### src/rtl/saturn_phase_gen_if.sv
// Bundle of the sequencer's control inputs and status outputs.
// The master side (core/testbench) drives the controls and observes status;
// the slave side is the phase generator itself.
interface saturn_phase_gen_if #(
  parameter int PHASE_BITS = 2,
  parameter int NUM_EN     = 4,
  parameter int CTR_W      = 32
);
  // Control inputs to the sequencer.
  logic                  i_stall;
  logic                  i_halt_req;
  logic                  i_step_mode;
  logic                  i_step;
  logic [CTR_W-1:0]      i_max_cycle;

  // Registered status outputs from the sequencer.
  logic [PHASE_BITS-1:0] o_phase;
  logic [NUM_EN-1:0]     o_en;
  logic [CTR_W-1:0]      o_cycle;
  logic [1:0]            o_state;
  logic                  o_halt;
  logic [1:0]            o_halt_cause;

  modport master (
    output i_stall, i_halt_req, i_step_mode, i_step, i_max_cycle,
    input  o_phase, o_en, o_cycle, o_state, o_halt, o_halt_cause
  );

  modport slave (
    input  i_stall, i_halt_req, i_step_mode, i_step, i_max_cycle,
    output o_phase, o_en, o_cycle, o_state, o_halt, o_halt_cause
  );
endinterface

### src/rtl/saturn_phase_gen.sv
// Saturn phase-enable generator.
// Divides i_clk into a 2^PHASE_BITS-phase instruction cycle, emits one-cycle
// enable strobes on mapped phases, counts instruction cycles, and supports
// stall hold, single-step pausing, a cycle budget and a sticky halt state.
//
// Control semantics: every control on the interface is level-sampled on each
// rising edge of i_clk; there is no handshake. A "hold" keeps phase and cycle
// count and forces all enables low; an "advance" moves to the next phase and
// raises exactly the enables mapped to it.
module saturn_phase_gen #(
  parameter int                               PHASE_BITS   = 2,
  parameter int                               NUM_EN       = 4,
  parameter logic [NUM_EN*PHASE_BITS-1:0]     EN_PHASE_MAP = {2'd3, 2'd2, 2'd1, 2'd0},
  parameter int                               CYCLE_PHASE  = 0,
  parameter int                               CTR_W        = 32
) (
  input  logic              i_clk,
  input  logic              i_reset,
  saturn_phase_gen_if.slave bus
);

  typedef enum logic [1:0] {
    ST_RUN    = 2'd0,
    ST_PAUSED = 2'd1,
    ST_HALTED = 2'd2
  } state_t;

  typedef enum logic [1:0] {
    CAUSE_NONE   = 2'd0,
    CAUSE_REQ    = 2'd1,
    CAUSE_BUDGET = 2'd2
  } cause_t;

  localparam logic [PHASE_BITS-1:0] LAST_PH = '1;
  localparam logic [PHASE_BITS-1:0] CYC_PH  = PHASE_BITS'(CYCLE_PHASE);

  // Registered state and outputs.
  state_t                state_q;
  cause_t                cause_q;
  logic [PHASE_BITS-1:0] phase_q;
  logic [NUM_EN-1:0]     en_q;
  logic [CTR_W-1:0]      cycle_q;
  logic                  halt_q;

  // Values an advance would load this edge.
  logic [PHASE_BITS-1:0] phase_adv;
  logic [NUM_EN-1:0]     en_adv;
  logic                  enter_cycle;
  logic                  budget_hit;

  assign phase_adv   = phase_q + 1'b1;
  assign enter_cycle = (phase_adv == CYC_PH);

  // A budget hit stops the machine right before it would start cycle
  // i_max_cycle+1, so cycles 0..i_max_cycle all get to run.
  assign budget_hit  = (bus.i_max_cycle != '0) && enter_cycle &&
                       (cycle_q == bus.i_max_cycle);

  // Decode which enables belong to the phase being entered.
  always_comb begin
    en_adv = '0;
    for (int k = 0; k < NUM_EN; k++) begin
      en_adv[k] = (phase_adv == EN_PHASE_MAP[k*PHASE_BITS +: PHASE_BITS]);
    end
  end

  // Sequencer FSM: state, phase, enables, counter and halt status in one place.
  always_ff @(posedge i_clk) begin
    if (i_reset) begin
      state_q <= ST_RUN;
      cause_q <= CAUSE_NONE;
      phase_q <= '1;
      en_q    <= '0;
      cycle_q <= '1;
      halt_q  <= 1'b0;
    end else begin
      // Every path that does not advance is a hold, so enables default low.
      en_q <= '0;
      case (state_q)
        ST_RUN: begin
          if (bus.i_halt_req) begin
            state_q <= ST_HALTED;
            cause_q <= CAUSE_REQ;
            halt_q  <= 1'b1;
          end else if (budget_hit) begin
            state_q <= ST_HALTED;
            cause_q <= CAUSE_BUDGET;
            halt_q  <= 1'b1;
          end else if (bus.i_stall) begin
            // hold
          end else if (bus.i_step_mode && (phase_q == LAST_PH)) begin
            state_q <= ST_PAUSED;
          end else begin
            phase_q <= phase_adv;
            en_q    <= en_adv;
            if (enter_cycle) cycle_q <= cycle_q + 1'b1;
          end
        end

        ST_PAUSED: begin
          if (bus.i_halt_req) begin
            state_q <= ST_HALTED;
            cause_q <= CAUSE_REQ;
            halt_q  <= 1'b1;
          end else if (bus.i_stall) begin
            // A step seen during a stall is dropped, not remembered.
          end else if (bus.i_step || !bus.i_step_mode) begin
            if (budget_hit) begin
              state_q <= ST_HALTED;
              cause_q <= CAUSE_BUDGET;
              halt_q  <= 1'b1;
            end else begin
              state_q <= ST_RUN;
              phase_q <= phase_adv;
              en_q    <= en_adv;
              if (enter_cycle) cycle_q <= cycle_q + 1'b1;
            end
          end
        end

        default: begin
          // HALTED is sticky; only reset leaves it.
          state_q <= ST_HALTED;
          halt_q  <= 1'b1;
        end
      endcase
    end
  end

  assign bus.o_phase      = phase_q;
  assign bus.o_en         = en_q;
  assign bus.o_cycle      = cycle_q;
  assign bus.o_state      = state_q;
  assign bus.o_halt       = halt_q;
  assign bus.o_halt_cause = cause_q;

endmodule

### src/flat_wrapper.sv
// flat-port wrapper written by rule: the top's interface ports become plain ports
module saturn_phase_gen_flat 
#(
  parameter int                               PHASE_BITS   = 2,
  parameter int                               NUM_EN       = 4,
  parameter logic [NUM_EN*PHASE_BITS-1:0]     EN_PHASE_MAP = {2'd3, 2'd2, 2'd1, 2'd0},
  parameter int                               CYCLE_PHASE  = 0,
  parameter int                               CTR_W        = 32
)
  (i_clk, i_reset, bus_i_stall, bus_i_halt_req, bus_i_step_mode, bus_i_step, bus_i_max_cycle, bus_o_phase, bus_o_en, bus_o_cycle, bus_o_state, bus_o_halt, bus_o_halt_cause);
  saturn_phase_gen_if #(.PHASE_BITS(PHASE_BITS), .NUM_EN(NUM_EN), .CTR_W(CTR_W)) bus_i ();
  input  logic i_clk;
  input  logic i_reset;
  input wire logic [$bits(bus_i.i_stall)-1:0] bus_i_stall;
  input wire logic [$bits(bus_i.i_halt_req)-1:0] bus_i_halt_req;
  input wire logic [$bits(bus_i.i_step_mode)-1:0] bus_i_step_mode;
  input wire logic [$bits(bus_i.i_step)-1:0] bus_i_step;
  input wire logic [$bits(bus_i.i_max_cycle)-1:0] bus_i_max_cycle;
  output wire logic [$bits(bus_i.o_phase)-1:0] bus_o_phase;
  output wire logic [$bits(bus_i.o_en)-1:0] bus_o_en;
  output wire logic [$bits(bus_i.o_cycle)-1:0] bus_o_cycle;
  output wire logic [$bits(bus_i.o_state)-1:0] bus_o_state;
  output wire logic [$bits(bus_i.o_halt)-1:0] bus_o_halt;
  output wire logic [$bits(bus_i.o_halt_cause)-1:0] bus_o_halt_cause;
  assign bus_i.i_stall = bus_i_stall;
  assign bus_i.i_halt_req = bus_i_halt_req;
  assign bus_i.i_step_mode = bus_i_step_mode;
  assign bus_i.i_step = bus_i_step;
  assign bus_i.i_max_cycle = bus_i_max_cycle;
  assign bus_o_phase = bus_i.o_phase;
  assign bus_o_en = bus_i.o_en;
  assign bus_o_cycle = bus_i.o_cycle;
  assign bus_o_state = bus_i.o_state;
  assign bus_o_halt = bus_i.o_halt;
  assign bus_o_halt_cause = bus_i.o_halt_cause;
  saturn_phase_gen #(.PHASE_BITS(PHASE_BITS), .NUM_EN(NUM_EN), .EN_PHASE_MAP(EN_PHASE_MAP), .CYCLE_PHASE(CYCLE_PHASE), .CTR_W(CTR_W)) u_core (.i_clk(i_clk), .i_reset(i_reset), .bus(bus_i));
endmodule
### config.mk
export PLATFORM = sky130hd
export DESIGN_NAME = saturn_phase_gen_flat
export DESIGN_NICKNAME = d
export VERILOG_FILES = /design/src/rtl/saturn_phase_gen_if.sv /design/src/rtl/saturn_phase_gen.sv /design/src/flat_wrapper.sv
export SDC_FILE = /design/constraint.sdc
export NUM_CORES = 1
export LEC_CHECK = 0
export CELL_PAD_IN_SITES_DETAIL_PLACEMENT = 1
export CELL_PAD_IN_SITES_GLOBAL_PLACEMENT = 2
export CORE_MARGIN = 4
export CORE_UTILIZATION = 27
export DETAILED_ROUTE_END_ITERATION = 6
export PLACE_DENSITY_LB_ADDON = 0.1
export SYNTH_ARGS = -nofsm -noshare
export SYNTH_HDL_FRONTEND = slang
export SYNTH_SLANG_ARGS = --single-unit
### constraint.sdc
create_clock -name i_clk -period 2.35 [get_ports i_clk]
set_clock_uncertainty 0.1 [all_clocks]
set_input_delay 0.235 -clock i_clk [delete_from_list [all_inputs] [get_ports i_clk]]
set_output_delay 0.235 -clock i_clk [all_outputs]
set_load 0.1 [all_outputs]
==> results_dict.tcl <==
set metrics [dict create \
    synth_edf_count 0 \
    grt_usage 0.190 \
    setup_viol_count_final 0 \
    area_growth_pct 62.1 \
    core_area_sq_um 9730 \
    synth_common_cells "dfxtp_1 (43), xor2_1 (32), nand3_1 (31), nor4_1 (26), o21ai_0 (23)" \
    path_clk_slew_ns 0.08 \
    synth_top_family_by_area "simple AND/OR/NAND/NOR gates" \
    wirelength_um 10900 \
    n_antenna_cell 0 \
    critPathMaxStageDelay_ns 0.46 \
    final_hold_viol_count 0 \
    max_freq_mhz 434 \
    synth.distinct_cells 42 \
    synth.most_common_cell "dfxtp_1" \
    synth_top_area_frac 0.320 \
    start_util 0.277 \
    timing.slew.headroom 0.647 \
    synthMuxAreaShare 0.0223 \
    ys_seq_area_frac 0.320 \
    fin_crit_sh 0.981 \
    status "finished, final reports clean" \
    vdd_drop_max_mv 0.222 \
    numClockSinks 43 \
    wl_met1_um 4980 \
    die_h_um 108 \
    holdWs_ns 0.352 \
    cts_tree "yes" \
    hold_path.class "reg -> reg" \
    slew_violations 0 \
    critPathCaptureType "register" \
    layout_setup_ws_ns 0.0441 \
    startpoint_type "input port" \
    gr-total-overflow 0 \
    finalWeightedCongestion 0.847 \
    worstMarginPinSlew_ns 0.524 \
    required_ns 2.47 \
    maxCapViolCount 0 \
    ctsHoldBuffers 0 \
    antenna_found_initial 0 \
    crit_chain "clkdlybuf4s50_1 -> nor4_2 -> buf_4 -> nand4_1 -> o2111ai_2 -> nor4_1 -> buf_4 -> nor4_1 -> mux2i_1" \
    grt_pass1_wl_um 17300 \
    ys_ff_latch 43 \
    layout-drive-gt1-share 0.384 \
    syn_area_sq_um 2690 \
    synthSimpleGateAreaFrac 0.379 \
    clk_latency_ns 0.30 \
    clk_path_buf_depth 2 \
    wl_met3_um 401 \
    die_area_sq_um 11600 \
    drc 0 \
    num_rows 36 \
    grt_max_degree 27 \
    powerDensity_nw_per_um2 514 \
    port_buffers 80 \
    dpl.hpwl_um 8590 \
    synth_top_cell_by_area "dfxtp_1" \
    nFillCells 1205 \
    p_leak_nw 1.89 \
    via_per_inst 5.11 \
    post-place-ws_ns -0.448 \
    num_vias 3120 \
    crit_slowest_cell "clkdlybuf4s50_1" \
    synth_cells 333 \
    syn_area_per_cell_sq_um 8.09 \
    nNetsFinal 519 \
    met2WireLength_um 5380 \
    multi_input_area_sq_um 1860 \
    chipWidth_um 108 \
    worstPathArrival_ns 2.42 \
    final_util 0.449 \
    wl_per_cell_um 17.8 \
    synth_warnings 0 \
    ant_nets 0 \
    synth_ff_type "dfxtp_1" \
    first_global_vias 3229 \
    yosys-top-cells-area "dfxtp_1 (32%), xor2_1 (10%), nor4_1 (6.0%)" \
    top_layer "met4" \
    io_pins 81 \
    synth_compound_area_frac 0.112 \
    finalPower_mw 2.24 \
    synth_xor_area_frac 0.107 \
    syn_nets 376 \
    cts_buffers 5 \
    drtPass1Iterations 4 \
    synthAdderAreaFrac 0.0232 \
    regArea_sq_um 938 \
    crit_fanout 3 \
    cts-root-buf "clkbuf_8" \
    fin_crit_ns 2.31 \
    async_flop_share 0 \
    ctsHtreeMaxLevel 2 \
    drt-initial-drc-count 118 \
    path_class "in -> reg" \
]
## logic make-up after synthesis
kind of cell | after synthesis
and+or+nand+nor | 174
AOI/OAI and AO/OA | 52
DFF | 43
xor gates and xnor gates | 33
buffers and inverters | 20
muxes | 6
adders and majority gates | 5
## layer usage
metal / vias up / track usage
met2: 64 / 0.330
met1: 1521 / 0.250
met5: - / 0
li1: 1529 / -
met4: 0 / 0.0334
met3: 6 / 0.0324
## area by class of cell
| class | count | area share |
|---|---|---|
| Tap cell | 133 | 0.0381 |
| Clock buffer | 7 | 0.0175 |
| Sequential cell | 43 | 0.215 |
| Multi-Input combinational cell | 270 | 0.426 |
| Clock inverter | 1 | 0.00115 |
| Timing Repair Buffer | 149 | 0.296 |
| Inverter | 7 | 0.00602 |
## path summary, 6_finish.rpt
| kind | slack, ns | endpoint | cells past startpoint | startpoint |
|---|---|---|---|---|
| setup reg to reg | 0.12 | u_core.bus.o_cycle[16]$_SDFFE_PP1P_ | 8 | u_core.bus.o_phase[1]$_SDFFE_PP1P_ |
| hold / removal | 0.35 | u_core.bus.o_halt_cause[1]$_SDFFE_PP0P_ | 2 | u_core.bus.o_halt_cause[1]$_SDFFE_PP0P_ |
| hold reg to reg | 0.35 | u_core.bus.o_halt_cause[1]$_SDFFE_PP0P_ | 2 | u_core.bus.o_halt_cause[1]$_SDFFE_PP0P_ |
| setup / recovery | 0.04 | u_core.bus.o_cycle[29]$_SDFFE_PP1P_ | 9 | bus_i_max_cycle[9] |
## flip-flops by register name, indices dropped and copies added (netlist names)
signal / count
u_core.bus.o_state: 2
u_core.bus.o_phase: 2
u_core.bus.o_en: 4
u_core.bus.o_halt_cause: 2
u_core.bus.o_halt: 1
u_core.bus.o_cycle: 32
## placed cells by master, fill, tap and decap left out, types with 16 or more instances in the layout
master,Yosys,layout
o21ai_0,23,23
nor2_1,20,20
nor4_2,3,16
xor2_1,32,32
clkdlybuf4s50_1,0,17
dlymetal6s2s_1,0,20
nand2_1,16,16
buf_4,2,108
dfxtp_2,0,23
nand3_1,31,30
## where the power goes
| part | internal, mW | switching, mW |
|---|---|---|
| registers | 0.765 | 0.0646 |
| clock network | 0.209 | 0.263 |
| logic | 0.328 | 0.611 |
## per-stage QoR
stage          instance area, sq um  cells  setup TNS (ns)
6_report                       4370    610               0
5_1_grt                        4370    610          -0.148
4_1_cts                        4160    606               0
3_5_place_dp                   4040    598           -9.62
3_3_place_gp                   4040    598           -7.73
2_1_floorplan                  2770    333               0
## repair_timing
action | 4_1_cts | 5_1_grt
setup buffers | 0 | 3
resized for setup | 6 | 40
setup endpoints to repair | 7 | 24
pin swaps | 1 | 17
cloned | 0 | 1
## worst max-delay path: cells and delay by family
family	cells	cell delay (ns)
AND/OR/NAND/NOR	4	0.89
buffers and inverters	3	0.76
AO/OA/AOI/OAI	1	0.30
multiplexers	1	0.23
No activity file was read; power rests on OpenSTA's default activity.
==> edit (same settings) <==
`PHASE_BITS` is set to 2 in 3 places; all go to 4. Comments in the files are not updated.
--- a/src/rtl/saturn_phase_gen_if.sv
+++ b/src/rtl/saturn_phase_gen_if.sv
@@ -4,3 +4,3 @@
 interface saturn_phase_gen_if #(
-  parameter int PHASE_BITS = 2,
+  parameter int PHASE_BITS = 4,
   parameter int NUM_EN     = 4,
--- a/src/rtl/saturn_phase_gen.sv
+++ b/src/rtl/saturn_phase_gen.sv
@@ -10,3 +10,3 @@
 module saturn_phase_gen #(
-  parameter int                               PHASE_BITS   = 2,
+  parameter int                               PHASE_BITS   = 4,
   parameter int                               NUM_EN       = 4,
--- a/src/flat_wrapper.sv
+++ b/src/flat_wrapper.sv
@@ -3,3 +3,3 @@
 #(
-  parameter int                               PHASE_BITS   = 2,
+  parameter int                               PHASE_BITS   = 4,
   parameter int                               NUM_EN       = 4,
Interface: changed (resized bus_o_phase); port bits go from 81 to 83. The function was not compared with the original's and may differ.
==> edit against the unedited design <==
- count of clock-buffer cells in the layout shrank 1
- routed wire length shrank 2.5%
- via count shrank 3.9%
- non-clock buffer count shrank 12
- first-iteration DRC count shrank 7.6%
- sequential cell count grew 1
- worst setup slack gained 0.0085 ns
- sequential share of layout area grew 1.0 points
- synthesized area grew 3.8%
- cell area grew 2.3%
- total power grew 23%
- critical path type is now reg -> reg
- critical endpoint is now u_core.bus.o_phase[3]$_SDFFE_PP1P_
- highest routed layer unchanged
==> edit: results (changes against the unedited design) <==
{| class="wikitable"
! Metric !! Value
|-
| Syn Nets || 374 (-0.53%)
|-
| Endpoint of the worst hold path || u_core.bus.o_halt$_SDFFE_PP0P_
|-
| Cell types occupying the most area after synthesis || sky130_fd_sc_hd__dfxtp_1 32%, sky130_fd_sc_hd__xor2_1 11%, sky130_fd_sc_hd__nor4_1 6.5%, sky130_fd_sc_hd__mux2i_1 6.4%, sky130_fd_sc_hd__nor2b_1 4.5%
|-
| Result of the run || finished, final reports clean
|-
| Synth Instances || 332 (-0.30%)
|-
| Arrival time of the worst setup path || 2.38 ns (-0.04 ns)
|-
| Share of layout cells above drive strength 1 || 39.9% (+1.5 points)
|-
| Final weighted congestion in routability-driven placement || 0.791 (-6.6%)
|-
| Setup fix buffers added after clock tree synthesis || 1 (+1)
|-
| Number of placed instances, taps included || 583 (-2.5%)
|-
| Worst R2R Start || u_core.bus.o_cycle[26]$_SDFFE_PP1P_
|-
| Port buffer count || 82 (+2.5%)
|-
| Placed wire-length estimate after detailed placement || 8440 µm (-1.8%)
|-
| Final #Nets || 500 (-3.7%)
|-
| Via count || 2997 (-3.9%)
|-
| Worst R2R Setup Slack || 0.05 ns (-0.07 ns)
|-
| Startpoint of the tightest hold check path || u_core.bus.o_halt$_SDFFE_PP0P_
|-
| Wire length reported by the detailed router || 10600 µm (-2.5%)
|-
| Highest net fanout along the worst path || 6 (+3)
|-
| Lkg Pwr || 0.00169 µW (-10%)
|-
| Path depth of the worst reg2reg path || 6 (-2)
|-
| Number of standard cells in the layout, taps in and fillers out || 592 (-3.0%)
|-
| First-pass GRT wire length || 16500 µm (-4.5%)
|-
| Sequential share of the synthesized area || 31.5% (-0.44 points)
|-
| Worst Path Class, Setup || reg -> reg
|-
| Commonest cells in the synthesized netlist || 44 x sky130_fd_sc_hd__dfxtp_1, 34 x sky130_fd_sc_hd__xor2_1, 29 x sky130_fd_sc_hd__nor4_1, 25 x sky130_fd_sc_hd__nor2_1, 24 x sky130_fd_sc_hd__nand3_1
|-
| Endpoint of the worst-slack reg-to-reg timing path || u_core.bus.o_phase[3]$_SDFFE_PP1P_
|}
-- edit: final cells by class --
| class | instances | area [µm²] |
|---|---|---|
| Clock buffer | 6 | 72.6 |
| Sequential cell | 44 | 1010 |
| Timing Repair Buffer | 137 | 1170 |
| Inverter | 5 | 18.8 |
| Fill cell | 1173 | 5440 |
| Multi-Input combinational cell | 265 | 1990 |
| Tap cell | 133 | 166 |
| Clock inverter | 2 | 35.0 |
-- edit: worst max-delay path by stage --
| stage | to | slack, ns |
|---|---|---|
| after floorplan | u_core.bus.o_cycle[30]$_SDFFE_PP1P_ | -0.16 |
| after global placement | u_core.bus.o_cycle[15]$_SDFFE_PP1P_ | -0.43 |
| after detailed placement | u_core.bus.o_phase[3]$_SDFFE_PP1P_ | -0.48 |
| after CTS | u_core.bus.o_phase[3]$_SDFFE_PP1P_ | -0.03 |
| after global routing | u_core.bus.o_phase[3]$_SDFFE_PP1P_ | -0.09 |
| final | u_core.bus.o_phase[3]$_SDFFE_PP1P_ | 0.05 |
-- edit: metrics by stage --
stage               instance area, µm²  utilization, %  hold WS (ns)  setup slack, ns
floorplan                         2980               -         0.282           -0.160
global placement                  4190            42.2         0.339           -0.429
detailed placement                4190            42.2         0.347           -0.482
CTS                               4370            44.1         0.361          -0.0289
global route                      4470            45.1         0.380          -0.0862
finish                            4470            45.1         0.354           0.0525
-- edit: metal layers --
| metal | GRT usage (%) | wire length (µm) | vias to the layer above |
|---|---|---|---|
| met5 | 0 | 0 | - |
| met4 | 3.29 | 64 | 0 |
| met3 | 3.05 | 414 | 5 |
| met2 | 28.2 | 4820 | 64 |
| met1 | 25.7 | 5280 | 1460 |
| li1 | - | - | 1468 |
-- edit: cell families (layout without fill, tap and decap cells) --
group | count (synthesis) | in the layout | share of synthesized area [%]
adder cells (fa/ha/maj) | 4 | 4 | 1.79
XOR/XNOR | 34 | 34 | 10.7
buffers and inverters | 23 | 150 | 3.94
multiplexers | 18 | 18 | 6.45
AO/OA/AOI/OAI | 30 | 30 | 7.52
flip-flops | 44 | 44 | 31.5
AND/OR/NAND/NOR | 179 | 179 | 38.1
-- edit: critical path: stages (launching register included) --
cell and delay [ns]:
sky130_fd_sc_hd__dfxtp_4 0.38, sky130_fd_sc_hd__xor2_1 0.17, sky130_fd_sc_hd__nor4_2 0.32, sky130_fd_sc_hd__nand4_1 0.22, sky130_fd_sc_hd__nor4b_4 0.46, sky130_fd_sc_hd__nor3_1 0.07, sky130_fd_sc_hd__or3b_2 0.44
-- edit: power by group --
group	leakage, µW	switching (µW)	internal, µW
Clock	0.0000552	274	316
Combinational	0.00128	837	474
Sequential	0.000355	67.4	788
